## config.mk

```make
export PLATFORM = sky130hd
export DESIGN_NAME = dfh_csr_responder
export DESIGN_NICKNAME = d
export VERILOG_FILES = /design/src/rtl/dfh_csr_responder.sv
export SDC_FILE = /design/constraint.sdc
export NUM_CORES = 1
export LEC_CHECK = 0
export CAP_MARGIN = 10
export CORE_MARGIN = 4
export CORE_UTILIZATION = 59
export CTS_BUF_LIST = sky130_fd_sc_hd__clkbuf_8
export CTS_CLUSTER_SIZE = 16
export DETAILED_ROUTE_END_ITERATION = 12
export PLACE_DENSITY = 0.82
export SLEW_MARGIN = 40
export SYNTH_ARGS = -nofsm -noshare
export SYNTH_HDL_FRONTEND = slang
export SYNTH_SLANG_ARGS = --single-unit
```

## constraint.sdc

```tcl
create_clock -name clk -period 2.7 [get_ports clk]
set_clock_uncertainty 0.1 [all_clocks]
set_input_delay 0.27 -clock clk [delete_from_list [all_inputs] [get_ports clk]]
set_output_delay 0.27 -clock clk [all_outputs]
set_load 0.01 [all_outputs]
```

## src/rtl/dfh_csr_responder.sv

```systemverilog
// DFH chain CSR responder: per-feature DFH, SCRATCH and DFH read counter,
// with a single registered completion slot and ready/valid backpressure.
module dfh_csr_responder #(
   parameter int unsigned             NUM_FEAT   = 3,
   parameter logic [12*NUM_FEAT-1:0]  FEAT_ID    = {12'h014, 12'h001, 12'h000},
   parameter logic [4*NUM_FEAT-1:0]   FEAT_TYPE  = {4'h3, 4'h3, 4'h4},
   parameter logic [4*NUM_FEAT-1:0]   FEAT_MAJOR = {4'h0, 4'h0, 4'h0}
) (
   input  logic        clk,
   input  logic        rst_n,
   input  logic        req_valid,
   output logic        req_ready,
   input  logic        req_write,
   input  logic [19:0] req_addr,
   input  logic [63:0] req_wdata,
   input  logic [7:0]  req_tag,
   output logic        rsp_valid,
   input  logic        rsp_ready,
   output logic [63:0] rsp_data,
   output logic [7:0]  rsp_tag,
   output logic        rsp_err
);

   localparam logic [11:0] OFF_DFH     = 12'h000;
   localparam logic [11:0] OFF_SCRATCH = 12'h008;
   localparam logic [11:0] OFF_CNT     = 12'h010;
   localparam logic [31:0] CNT_MAX     = 32'hFFFF_FFFF;

   // The last feature terminates the chain: next offset 0 and eol set.
   function automatic logic [63:0] dfh_word(input int unsigned k);
      logic        last;
      logic [23:0] nxt;
      last = (k == NUM_FEAT - 32'd1);
      nxt  = last ? 24'h000000 : 24'h001000;
      return {FEAT_TYPE[4*k +: 4], 8'h00, 4'h0, 7'h00, last, nxt,
              FEAT_MAJOR[4*k +: 4], FEAT_ID[12*k +: 12]};
   endfunction

   logic [63:0] scratch_q [NUM_FEAT];
   logic [63:0] scratch_d [NUM_FEAT];
   logic [31:0] cnt_q     [NUM_FEAT];
   logic [31:0] cnt_d     [NUM_FEAT];

   logic        rsp_valid_q, rsp_valid_d;
   logic [63:0] rsp_data_q,  rsp_data_d;
   logic [7:0]  rsp_tag_q,   rsp_tag_d;
   logic        rsp_err_q,   rsp_err_d;

   logic        acc_s, rd_s, wr_s;
   logic        idx_ok_s, align_ok_s;
   logic [7:0]  idx_s;
   logic [11:0] off_s;
   logic [63:0] sel_dfh_s, sel_scratch_s;
   logic [31:0] sel_cnt_s;
   logic [63:0] rd_data_s;
   logic        rd_err_s;

   assign req_ready  = !rsp_valid_q || rsp_ready;
   assign acc_s      = req_valid && req_ready;
   assign rd_s       = acc_s && !req_write;
   assign wr_s       = acc_s && req_write;
   assign idx_s      = req_addr[19:12];
   assign off_s      = req_addr[11:0];
   assign idx_ok_s   = (32'(idx_s) < NUM_FEAT);
   assign align_ok_s = (req_addr[2:0] == 3'b000);

   // Per-feature register select, built as an AND-OR mux over all features.
   always_comb begin
      sel_dfh_s     = 64'd0;
      sel_scratch_s = 64'd0;
      sel_cnt_s     = 32'd0;
      for (int unsigned k = 0; k < NUM_FEAT; k++) begin
         sel_dfh_s     |= (idx_s == 8'(k)) ? dfh_word(k) : 64'd0;
         sel_scratch_s |= (idx_s == 8'(k)) ? scratch_q[k] : 64'd0;
         sel_cnt_s     |= (idx_s == 8'(k)) ? cnt_q[k] : 32'd0;
      end
   end

   // Read decode; an out-of-range index outranks misalignment.
   always_comb begin
      rd_data_s = 64'd0;
      rd_err_s  = 1'b0;
      if (!idx_ok_s) begin
         rd_data_s = {64{1'b1}};
         rd_err_s  = 1'b1;
      end else if (!align_ok_s) begin
         rd_data_s = 64'd0;
         rd_err_s  = 1'b1;
      end else begin
         case (off_s)
            OFF_DFH:     rd_data_s = sel_dfh_s;
            OFF_SCRATCH: rd_data_s = sel_scratch_s;
            OFF_CNT:     rd_data_s = {32'd0, sel_cnt_s};
            default:     rd_data_s = 64'd0;
         endcase
      end
   end

   // SCRATCH writes, counter clears and saturating DFH read counts.
   always_comb begin
      scratch_d = scratch_q;
      cnt_d     = cnt_q;
      for (int unsigned k = 0; k < NUM_FEAT; k++) begin
         if (wr_s && (idx_s == 8'(k)) && align_ok_s && (off_s == OFF_SCRATCH)) begin
            scratch_d[k] = req_wdata;
         end else begin
            scratch_d[k] = scratch_q[k];
         end
         if (wr_s && (idx_s == 8'(k)) && align_ok_s && (off_s == OFF_CNT)) begin
            cnt_d[k] = 32'd0;
         end else if (rd_s && (idx_s == 8'(k)) && (off_s == OFF_DFH) && (cnt_q[k] != CNT_MAX)) begin
            cnt_d[k] = cnt_q[k] + 32'd1;
         end else begin
            cnt_d[k] = cnt_q[k];
         end
      end
   end

   // Completion slot: load on read accept, clear on consume, otherwise hold.
   always_comb begin
      rsp_valid_d = rsp_valid_q;
      rsp_data_d  = rsp_data_q;
      rsp_tag_d   = rsp_tag_q;
      rsp_err_d   = rsp_err_q;
      if (rd_s) begin
         rsp_valid_d = 1'b1;
         rsp_data_d  = rd_data_s;
         rsp_tag_d   = req_tag;
         rsp_err_d   = rd_err_s;
      end else if (rsp_ready) begin
         rsp_valid_d = 1'b0;
      end else begin
         rsp_valid_d = rsp_valid_q;
      end
   end

   // Completion registers.
   always_ff @(posedge clk or negedge rst_n) begin
      if (!rst_n) begin
         rsp_valid_q <= 1'b0;
         rsp_data_q  <= 64'd0;
         rsp_tag_q   <= 8'd0;
         rsp_err_q   <= 1'b0;
      end else begin
         rsp_valid_q <= rsp_valid_d;
         rsp_data_q  <= rsp_data_d;
         rsp_tag_q   <= rsp_tag_d;
         rsp_err_q   <= rsp_err_d;
      end
   end

   // Per-feature SCRATCH and counter state.
   always_ff @(posedge clk or negedge rst_n) begin
      if (!rst_n) begin
         for (int unsigned k = 0; k < NUM_FEAT; k++) begin
            scratch_q[k] <= 64'd0;
            cnt_q[k]     <= 32'd0;
         end
      end else begin
         scratch_q <= scratch_d;
         cnt_q     <= cnt_d;
      end
   end

   assign rsp_valid = rsp_valid_q;
   assign rsp_data  = rsp_data_q;
   assign rsp_tag   = rsp_tag_q;
   assign rsp_err   = rsp_err_q;

endmodule

```

# Yosys cells after proc, flatten, opt, wreduce, memory -nomap -nowiden
# Index checks and enable logic that the tools add are counted.
dict set report classes {
  addsub 3
  muxes 22
  bitwise_logic 6
  n_eq_ne 7
  order_cmp 1
  n_reduce_logical 34
}
# cell count
set op_table {}
lappend op_table {{$mux W64} 5}
lappend op_table {{$mux W32} 9}
lappend op_table {{$pmux W64 S3} 1}
lappend op_table {{$or A64 B64 Y64} 2}
lappend op_table {{$or A63 B62 Y63} 2}
lappend op_table {{$mux W62} 2}
lappend op_table {{$add A32 B1 Y32 const B} 3}
lappend op_table {{$ne A32 B32 Y1 const B} 3}
lappend op_table {{$or A32 B32 Y32} 2}
lappend op_table {{$mux W63} 1}
lappend op_table {{$logic_and A1 B1 Y1} 24}
lappend op_table {{$eq A12 B4 Y1 const B} 1}
lappend op_table {{$eq A12 B5 Y1 const B} 1}
lappend op_table {{$logic_not A12 Y1} 1}
lappend op_table {{$eq A8 B1 Y1 const B} 1}
lappend op_table {{$eq A8 B2 Y1 const B} 1}
lappend op_table {{$logic_not A8 Y1} 1}
lappend op_table {{$lt A8 B2 Y1 const B} 1}
lappend op_table {{$reduce_bool A2 Y1} 4}
lappend op_table {{$mux W1} 4}
lappend op_table {{$logic_not A3 Y1} 1}
lappend op_table {{$logic_not A1 Y1} 2}
lappend op_table {{$logic_or A1 B1 Y1} 1}
dict set report totals {
  reg_bits 362
  wordCells 83
  inputBits 97
  out_inout_bits 75
}

# Depth between registers and ports, before layout
# Gate-level depths: netlist of run 1.
dict set report depth {
  depth_word 9
  depth_mapped 8
  mapped_depth_nobuf 7
}

# Worst setup path before layout of run 1
# No wires, ideal clock.
dict set report synth_timing {
  path_type {in2reg}
  startpoint {input req_addr[1]}
  endpoint {register cnt_q[27] (netlist bit)}
  setup_ps 132
  slack_ps 338
  required_ps 2468
  stages 7
  arrival_time_ps 2130
  path_buffers 1
  cell_sequence {or3_1 -> or3_4 -> or4_4 -> buf_6 -> nor4_1 -> xnor2_1 -> nor2_2}
}
dict set report synth_via {
  elab_chain_cells 4
  elab_cells_between_ends 9
  classes_between {eq/ne (1); mux (1); reduce/logical (7)}
}
# element line_no
set synth_rtl {}
lappend synth_rtl {{start: declaration} 14} ;# input logic [19:0] req_addr,
lappend synth_rtl {{$logic_not A12 Y1 or $logic_not A3 Y1 (tied branches)} {111, 65}}
lappend synth_rtl {{$logic_and A1 B1 Y1, on equally long branches (2 in series)} {111, 109}}
lappend synth_rtl {{$reduce_bool A2 Y1 (no line) or $mux W32 (tied branches)} -}
lappend synth_rtl {{end signal: assignment} 161} ;# cnt_q <= cnt_d;
lappend synth_rtl {{end: declaration} 41} ;# logic [31:0] cnt_q [NUM_FEAT];
# Parallel ways exist; a longest one is shown, timed or not.
# A chain may end at the register's enable or synchronous reset.

# Final worst setup path of run 1
dict set report layout_timing {
  startpoint {register cnt_q[33] (netlist bit)}
  endpoint {register cnt_q[54] (netlist bit)}
}
dict set report layout_via {
  elab_chain_cells 3
  elab_cells_between_ends 6
  classes_between {add/sub (1); eq/ne (1); mux (2); reduce/logical (2)}
}
# element line_no
set layout_rtl {}
lappend layout_rtl {{$add A32 B1 Y32 or $ne A32 B32 Y1 (tied branches)} {112, 111}}
lappend layout_rtl {{$mux W32 or $logic_and A1 B1 Y1 (tied branches)} 111} ;# end else if (rd_s && (idx_s == 8'(k)) && (off_s == OFF_DFH) && (cnt_q[k] != CNT_MAX)) begin
lappend layout_rtl {{$mux W32 or $reduce_bool A2 Y1 (tied branches)} -}
# Parallel ways exist; a longest one is shown, timed or not. The select of a mux whose other input is x is not followed.

==> results of run 1 <==
-- sequential cells by signal (all words and copies together), names as in the netlist --
signal and cells:
cnt_q 96, rsp_data 64, rsp_err 1, rsp_tag 8
rsp_valid 1, scratch_q 192
-- cell usage in the layout (no fill, tap or decap), types with 7 or more instances in the layout --
| master | Yosys | final |
|---|---|---|
| dfrtp_1 | 362 | 362 |
| nor2_1 | 228 | 225 |
| mux2_2 | 192 | 192 |
| clkdlybuf4s50_1 | 0 | 168 |
| nand2_1 | 164 | 161 |
| o21ai_0 | 103 | 103 |
| mux2i_1 | 96 | 96 |
| clkbuf_8 | 0 | 73 |
| buf_4 | 0 | 61 |
| xor2_1 | 57 | 57 |
| nand3_1 | 55 | 54 |
| nand4_1 | 54 | 54 |
| a21oi_1 | 43 | 43 |
| inv_1 | 8 | 33 |
| a221oi_1 | 31 | 31 |
| and3_1 | 24 | 24 |
| xnor2_1 | 24 | 24 |
| nor3_1 | 22 | 21 |
| buf_12 | 0 | 20 |
| nor4_1 | 12 | 12 |
| and4_1 | 11 | 11 |
| or3_1 | 8 | 8 |
| and2_1 | 7 | 7 |
-- cells by family after synthesis --
logic type               count (synthesis)  synth area share
AO/OA/AOI/OAI                          192            0.0644
XOR/XNOR                                81            0.0407
adder cells (fa/ha/maj)                  3           0.00216
buffers and inverters                  103            0.0228
flip-flops                             362             0.520
multiplexers                           288             0.179
AND/OR/NAND/NOR                        627             0.170
-- worst max-delay path, stage by stage (launching register included) --
cell and delay, ns:
dfrtp_1 0.42, ha_1 0.27, nand4_1 0.15, or4_1 0.55
nor2_1 0.43, nand3_1 0.19, xor2_1 0.18, nor2_1 0.05
-- final cells by class --
type / count / area [µm²]
fillers: 1931 / 7600
repair buffers: 253 / 2580
well taps: 384 / 480
clock buffers: 73 / 1000
flip-flops and latches: 362 / 9060
diodes: 2 / 5.00
clock inverters: 33 / 165
multi-input cells: 1191 / 8010
inverters: 8 / 30.0
-- synth_stat cells (all sizes together), types with 4 or more instances --
master  count
clkbuf     81
nor4       16
a221oi     31
inv         8
dfrtp     362
o21ai     103
nor2b       4
nand4      54
xor2       57
mux2      192
nand3      55
nor3       24
a21oi      43
nand4b      5
nand2b      4
nor2      232
and3       24
and4       11
nor3b       4
xnor2      24
and2        7
buf        14
nand2     164
or3         9
mux2i      96
-- routing by layer --
metal  up-vias  GRT usage
met5         -          0
met4         0     0.0945
met3        83     0.0691
met2       497      0.476
met1      7081      0.389
li1       6295          -
-- worst min-delay path by stage --
stage | startpoint | to | slack, ns | cells past startpoint
floorplan | rst_n | cnt_q[0] | -0.13 | 0
global placement | rst_n | scratch_q[142] | 0.23 | 1
detailed placement | rst_n | scratch_q[14] | 0.23 | 1
CTS | req_tag[1] | rsp_tag[1] | 0.08 | 3
global route | req_tag[1] | rsp_tag[1] | 0.1 | 3
finish | req_tag[1] | rsp_tag[1] | 0.11 | 3
-- metrics by stage --
| step | worst slack [ns] | hold slack [ns] | cell area (µm²) |
|---|---|---|---|
| after global placement | -0.150 | 0.229 | 20200 |
| after floorplan | 0.338 | -0.126 | 17400 |
| after CTS | 0.223 | 0.0804 | 21300 |
| after detailed placement | -0.214 | 0.228 | 20200 |
| final | 0.246 | 0.106 | 21300 |
| after global routing | 0.105 | 0.0977 | 21300 |
-- power by group through the flow --
stage          clock network [W]  registers, W  logic (W)
5_1_grt                  0.00501       0.00548   0.000694
3_3_place_gp                   0       0.00558   0.000636
4_1_cts                  0.00473       0.00548   0.000651
2_1_floorplan                  0       0.00559   0.000163
3_5_place_dp                   0       0.00558   0.000646
6_report                 0.00466       0.00548   0.000645
-- timing repair --
item / CTS / global route
endpoints found under the hold margin: 66 / 0
hold buffers: 1 / 0
setup endpoints to repair: 0 / 0
==> flow_metrics.py, run 1 <==
metrics = {
    "logic_synthesis": {
        "synth-seq-cells": 362,
        "synth_edf_count": 0,
        "async_flop_share": 1.00,
        "synth_warnings": 0,
        "synth_top_cells_by_area": "dfrtp_1, mux2_2, mux2i_1",
        "syn_area_um2": 17400,
        "synth_top_area_frac": 0.520,
        "synth_cell_type_count": 51,
        "syn_area_per_cell_um2": 10.5,
        "syn_nets": 1756,
        "synth_cells": 1656,
        "synth_top_flop_cell": "dfrtp_1",
        "yosys.area.top_type": "dfrtp_1",
        "synth_seq_area_share": 0.520,
    },
    "clocking": {
        "htreeDepth": 2,
        "cts_made_buffers": 59,
        "clock_latency_ns": 0.60,
        "clkSlewWorstSetupHoldPaths_ns": 0.06,
        "cts_tree": "yes",
        "cts_sinks": 362,
        "postCtsSetupRepairBufs": 0,
        "cts_resized": 0,
        "cts-root-buf": "clkbuf_8",
        "cts_buffer_depth": 3,
    },
    "pwr": {
        "total_power_w": 0.0108,
        "p_clk_frac": 0.432,
        "p_leak_nw": 9.88,
        "p_sw_w": 0.00253,
        "powerDensity_nw_per_um2": 506,
        "peakVddDrop_mv": 0.497,
        "power_frac_comb": 0.060,
        "intPower_w": 0.00826,
        "seq_power_share": 0.508,
        "p_sw_frac": 0.234,
    },
    "sta": {
        "slew_headroom": 0.542,
        "finalHoldViolCount": 0,
        "fmax_mhz": 408,
        "worst_pin_slew_ns": 0.687,
        "setup_viol": 0,
        "fin_crit_sh": 0.909,
        "fin_setup_tns_ns": 0,
        "rsz0062_at_grt": "false",
        "period_needed_ns": 2.45,
        "drv_slew": 0,
    },
    "worst_setup_path": {
        "end_kind": "flop",
        "cp.arrival_ns": 2.84,
        "r2r-start": "cnt_q[33]",
        "timing.rr.end": "cnt_q[54]",
        "crit_start": "cnt_q[33]",
        "r2r_cells": 7,
        "worstSetupPathType": "flop to flop",
        "endpoint": "cnt_q[54]",
        "rrSetupSlack_ns": 0.25,
        "cp-start-kind": "flop",
        "crit_fanout": 6,
        "crit_required_ns": 3.08,
    },
    "die": {
        "initial_core_util": 0.602,
        "num_rows": 62,
        "die-area_um2": 32300,
        "io_pins": 172,
        "core_area_um2": 28900,
        "fp.dieH_um": 180,
        "die_w_um": 180,
    },
    "flow_run": {
        "drv_cap": 0,
    },
    "cells_and_area": {
        "fin_cells": 2306,
        "drive_above_1_share": 0.199,
        "fin_nets": 1975,
        "fin_util": 0.737,
        "syn_to_final_growth_pct": 22.5,
    },
    "grt": {
        "grt_pass1_vias": 14600,
        "grt_max_degree": 86,
        "antenna_found_initial": 2,
        "track_usage": 0.291,
        "grt_pass1_wl_um": 77300,
        "overflow": 0,
    },
    "route": {
        "route.detailed.wl_per_inst_um": 20.6,
        "totalWireLength_um": 47500,
        "ant_nets": 0,
        "drtPass1Iterations": 5,
        "met3WireLength_um": 3500,
        "wl_met1_um": 19800,
        "wl_met2_um": 23100,
        "drt_iter0_drc": 1259,
        "highest_layer": "met4",
        "drcViolationCount": 0,
        "via_count": 14000,
        "drt-vias-per-instance": 6.05,
    },
    "min_path": {
        "hold_class": "primary input to flop",
    },
    "placement": {
        "dp_hpwl_um": 32200,
        "io_buffer_count": 171,
        "placed_cells": 2197,
        "globalplace.congestion": 0.918,
    },
    "status": {
        "status": "finished, final reports clean",
    },
}
(Power assumes the default switching activity.)
==> run 2, diff against run 1 <==
--- a/config.mk
+++ b/config.mk
@@ -5,7 +5,7 @@
 export SDC_FILE = /design/constraint.sdc
 export NUM_CORES = 1
 export LEC_CHECK = 0
-export CAP_MARGIN = 10
+export CAP_MARGIN = 20
 export CORE_MARGIN = 4
 export CORE_UTILIZATION = 59
 export CTS_BUF_LIST = sky130_fd_sc_hd__clkbuf_8
==> results of run 2 <==
No change in the layout: final DEF, timing and power equal those of run 1.
==> run 3, diff against run 2 <==
--- a/config.mk
+++ b/config.mk
@@ -5,13 +5,14 @@
 export SDC_FILE = /design/constraint.sdc
 export NUM_CORES = 1
 export LEC_CHECK = 0
+export ABC_CLOCK_PERIOD_IN_PS = 2150
 export CAP_MARGIN = 20
 export CORE_MARGIN = 4
-export CORE_UTILIZATION = 59
+export CORE_UTILIZATION = 54
 export CTS_BUF_LIST = sky130_fd_sc_hd__clkbuf_8
 export CTS_CLUSTER_SIZE = 16
 export DETAILED_ROUTE_END_ITERATION = 12
-export PLACE_DENSITY = 0.82
+export PLACE_DENSITY = 0.79
 export SLEW_MARGIN = 40
 export SYNTH_ARGS = -nofsm -noshare
 export SYNTH_HDL_FRONTEND = slang
==> constraint.sdc (replaced) <==
create_clock -name clk -period 2.15 [get_ports clk]
set_clock_uncertainty 0.1 [all_clocks]
set_input_delay 0.215 -clock clk [delete_from_list [all_inputs] [get_ports clk]]
set_output_delay 0.215 -clock clk [all_outputs]
set_load 0.01 [all_outputs]
==> flow_metrics.py, run 3 (same netlist as run 1, synthesis figures left out) <==
metrics = {
    "worst_setup_path": {
        "cp-start-kind": "primary input",
        "cpMostUsedCell": "or3_4",
        "r2r-start": "cnt_q[32]",
        "timing.rr.end": "cnt_q[56]",
        "crit_required_ns": 2.55,
        "rrSetupSlack_ns": 0.02,
        "crit_slowest_cell": "or4_4",
        "cp.arrival_ns": 2.58,
        "slowest_delay_ns": 0.57,
        "end_kind": "flop",
        "path_cells": "clkdlybuf4s50_1 -> or3_4 -> or3_4 -> or4_4 -> nor4_2 -> xnor2_1 -> nor2_2",
        "r2r_cells": 6,
        "worstSetupPathType": "primary input to flop",
        "crit_fanout": 10,
    },
    "grt": {
        "antenna_found_initial": 3,
        "grt_util_met1": 0.363,
        "grt_pass1_vias": 14800,
        "top_usage_layer": "met2",
        "track_usage": 0.274,
        "grt_max_degree": 67,
        "met2_usage": 0.440,
        "use_met3": 0.0689,
        "overflow": 0,
        "grt_pass1_wl_um": 78700,
    },
    "clocking": {
        "cts_made_buffers": 58,
        "cts_tree": "yes",
        "cts-root-buf": "clkbuf_8",
        "htreeDepth": 2,
        "cts_sinks": 362,
        "cts_buffer_depth": 3,
        "clkSlewWorstSetupHoldPaths_ns": 0.06,
        "clock_latency_ns": 0.63,
    },
    "sta": {
        "whs_ns": 0.0264,
        "setup_viol": 5,
        "period_needed_ns": 2.18,
        "rsz0062_at_grt": "true",
        "fin_crit_sh": 1.01,
        "fin_ws_ns": -0.0317,
        "finalHoldViolCount": 0,
        "slew_headroom": 0.597,
        "drv_slew": 0,
        "fmax_mhz": 458,
        "worst_pin_slew_ns": 0.599,
    },
    "cells_and_area": {
        "final_common_cell": "dfrtp_1",
        "num_antenna_cells": 0,
        "drive_above_1_share": 0.264,
        "fin_util": 0.713,
        "syn_to_final_growth_pct": 29.8,
        "regMostFlops": "scratch_q",
        "fin_nets": 2088,
        "most-common-layout-cells": "dfrtp_1, nor2_1, mux2_2",
        "largest_reg_flops": 192,
    },
    "pwr": {
        "peakVddDrop_mv": 0.568,
        "p_leak_nw": 10.6,
        "powerDensity_nw_per_um2": 626,
        "total_power_w": 0.0142,
    },
    "placement": {
        "io_buffer_count": 171,
        "globalplace.congestion": 0.951,
        "dp_hpwl_um": 33800,
    },
    "status": {
        "status": "finished with violations",
        "violations": "negative setup slack",
    },
    "route": {
        "drt-vias-per-instance": 5.91,
        "drcViolationCount": 0,
        "drt_iter0_drc": 1129,
        "ant_nets": 0,
        "drtPass1Iterations": 6,
        "totalWireLength_um": 49200,
        "via_count": 14400,
        "route.detailed.wl_per_inst_um": 20.2,
    },
    "die": {
        "fp.dieH_um": 188,
        "die-area_um2": 35200,
        "num_rows": 65,
        "die_w_um": 188,
        "core_area_um2": 31700,
        "io_pins": 172,
        "initial_core_util": 0.549,
    },
    "flow_run": {
        "drv_cap": 0,
    },
    "min_path": {
        "hold_class": "primary input to asynchronous set/reset pin",
    },
}
-- run 3: how the worst max path moves through the flow --
stage                     end  depth (start not counted)  slack (ns)   startpoint
floorplan           cnt_q[27]                          7       -0.06  req_addr[1]
global placement    cnt_q[27]                          7       -0.63  req_addr[1]
detailed placement  cnt_q[27]                          7       -0.69  req_addr[1]
CTS                 cnt_q[44]                          9       -0.01    cnt_q[32]
global route        cnt_q[24]                          7       -0.06  req_addr[1]
finish              cnt_q[29]                          7       -0.03  req_addr[1]
-- run 3: routing by layer --
| layer | up-vias | wire [µm] | share of wire |
|---|---|---|---|
| met4 | 6 | 1810 | 0.037 |
| met5 | - | 34 | 0.00069 |
| met2 | 562 | 23200 | 0.47 |
| li1 | 6528 | - | - |
| met3 | 140 | 4050 | 0.082 |
| met1 | 7169 | 20100 | 0.41 |
-- run 3: area by class of cell --
type / count / area, µm²
Timing Repair Buffer: 367 / 3460
Tap cell: 402 / 503
Sequential cell: 362 / 9060
Fill cell: 2227 / 9110
Inverter: 8 / 30.0
Clock buffer: 78 / 1070
Clock inverter: 30 / 224
Multi-Input combinational cell: 1191 / 8260
-- run 3: what timing repair did --
item	CTS	global route
setup endpoints to repair	113	78
hold buffers	1	0
buffers inserted	0	11
gates cloned	0	2
pin swaps	3	17
resized for setup	13	33
endpoints found under the hold margin	351	0
-- run 3: stage by stage --
stage / cell area (µm²) / TNS [ns] / std cells / setup WS, ns
after floorplan: 17500 / -0.759 / 1656 / -0.0595
after global placement: 21000 / -106.48 / 2316 / -0.633
after detailed placement: 21000 / -123.34 / 2316 / -0.689
after CTS: 22400 / -0.0370 / 2425 / -0.0137
after global routing: 22600 / -0.453 / 2438 / -0.0585
final: 22600 / -0.0911 / 2438 / -0.0317
-- run 3: worst max-delay path: cells and delay by family --
family	cells	cell delay, ns
AND/OR/NAND/NOR	5	1.74
buffers and inverters	1	0.43
XOR/XNOR	1	0.17
-- run 3: power breakdown --
group	total (W)	switching, W	internal (W)
Clock	0.00643	0.00282	0.00361
Sequential	0.00688	0.0000226	0.00686
Combinational	0.000850	0.000467	0.000383
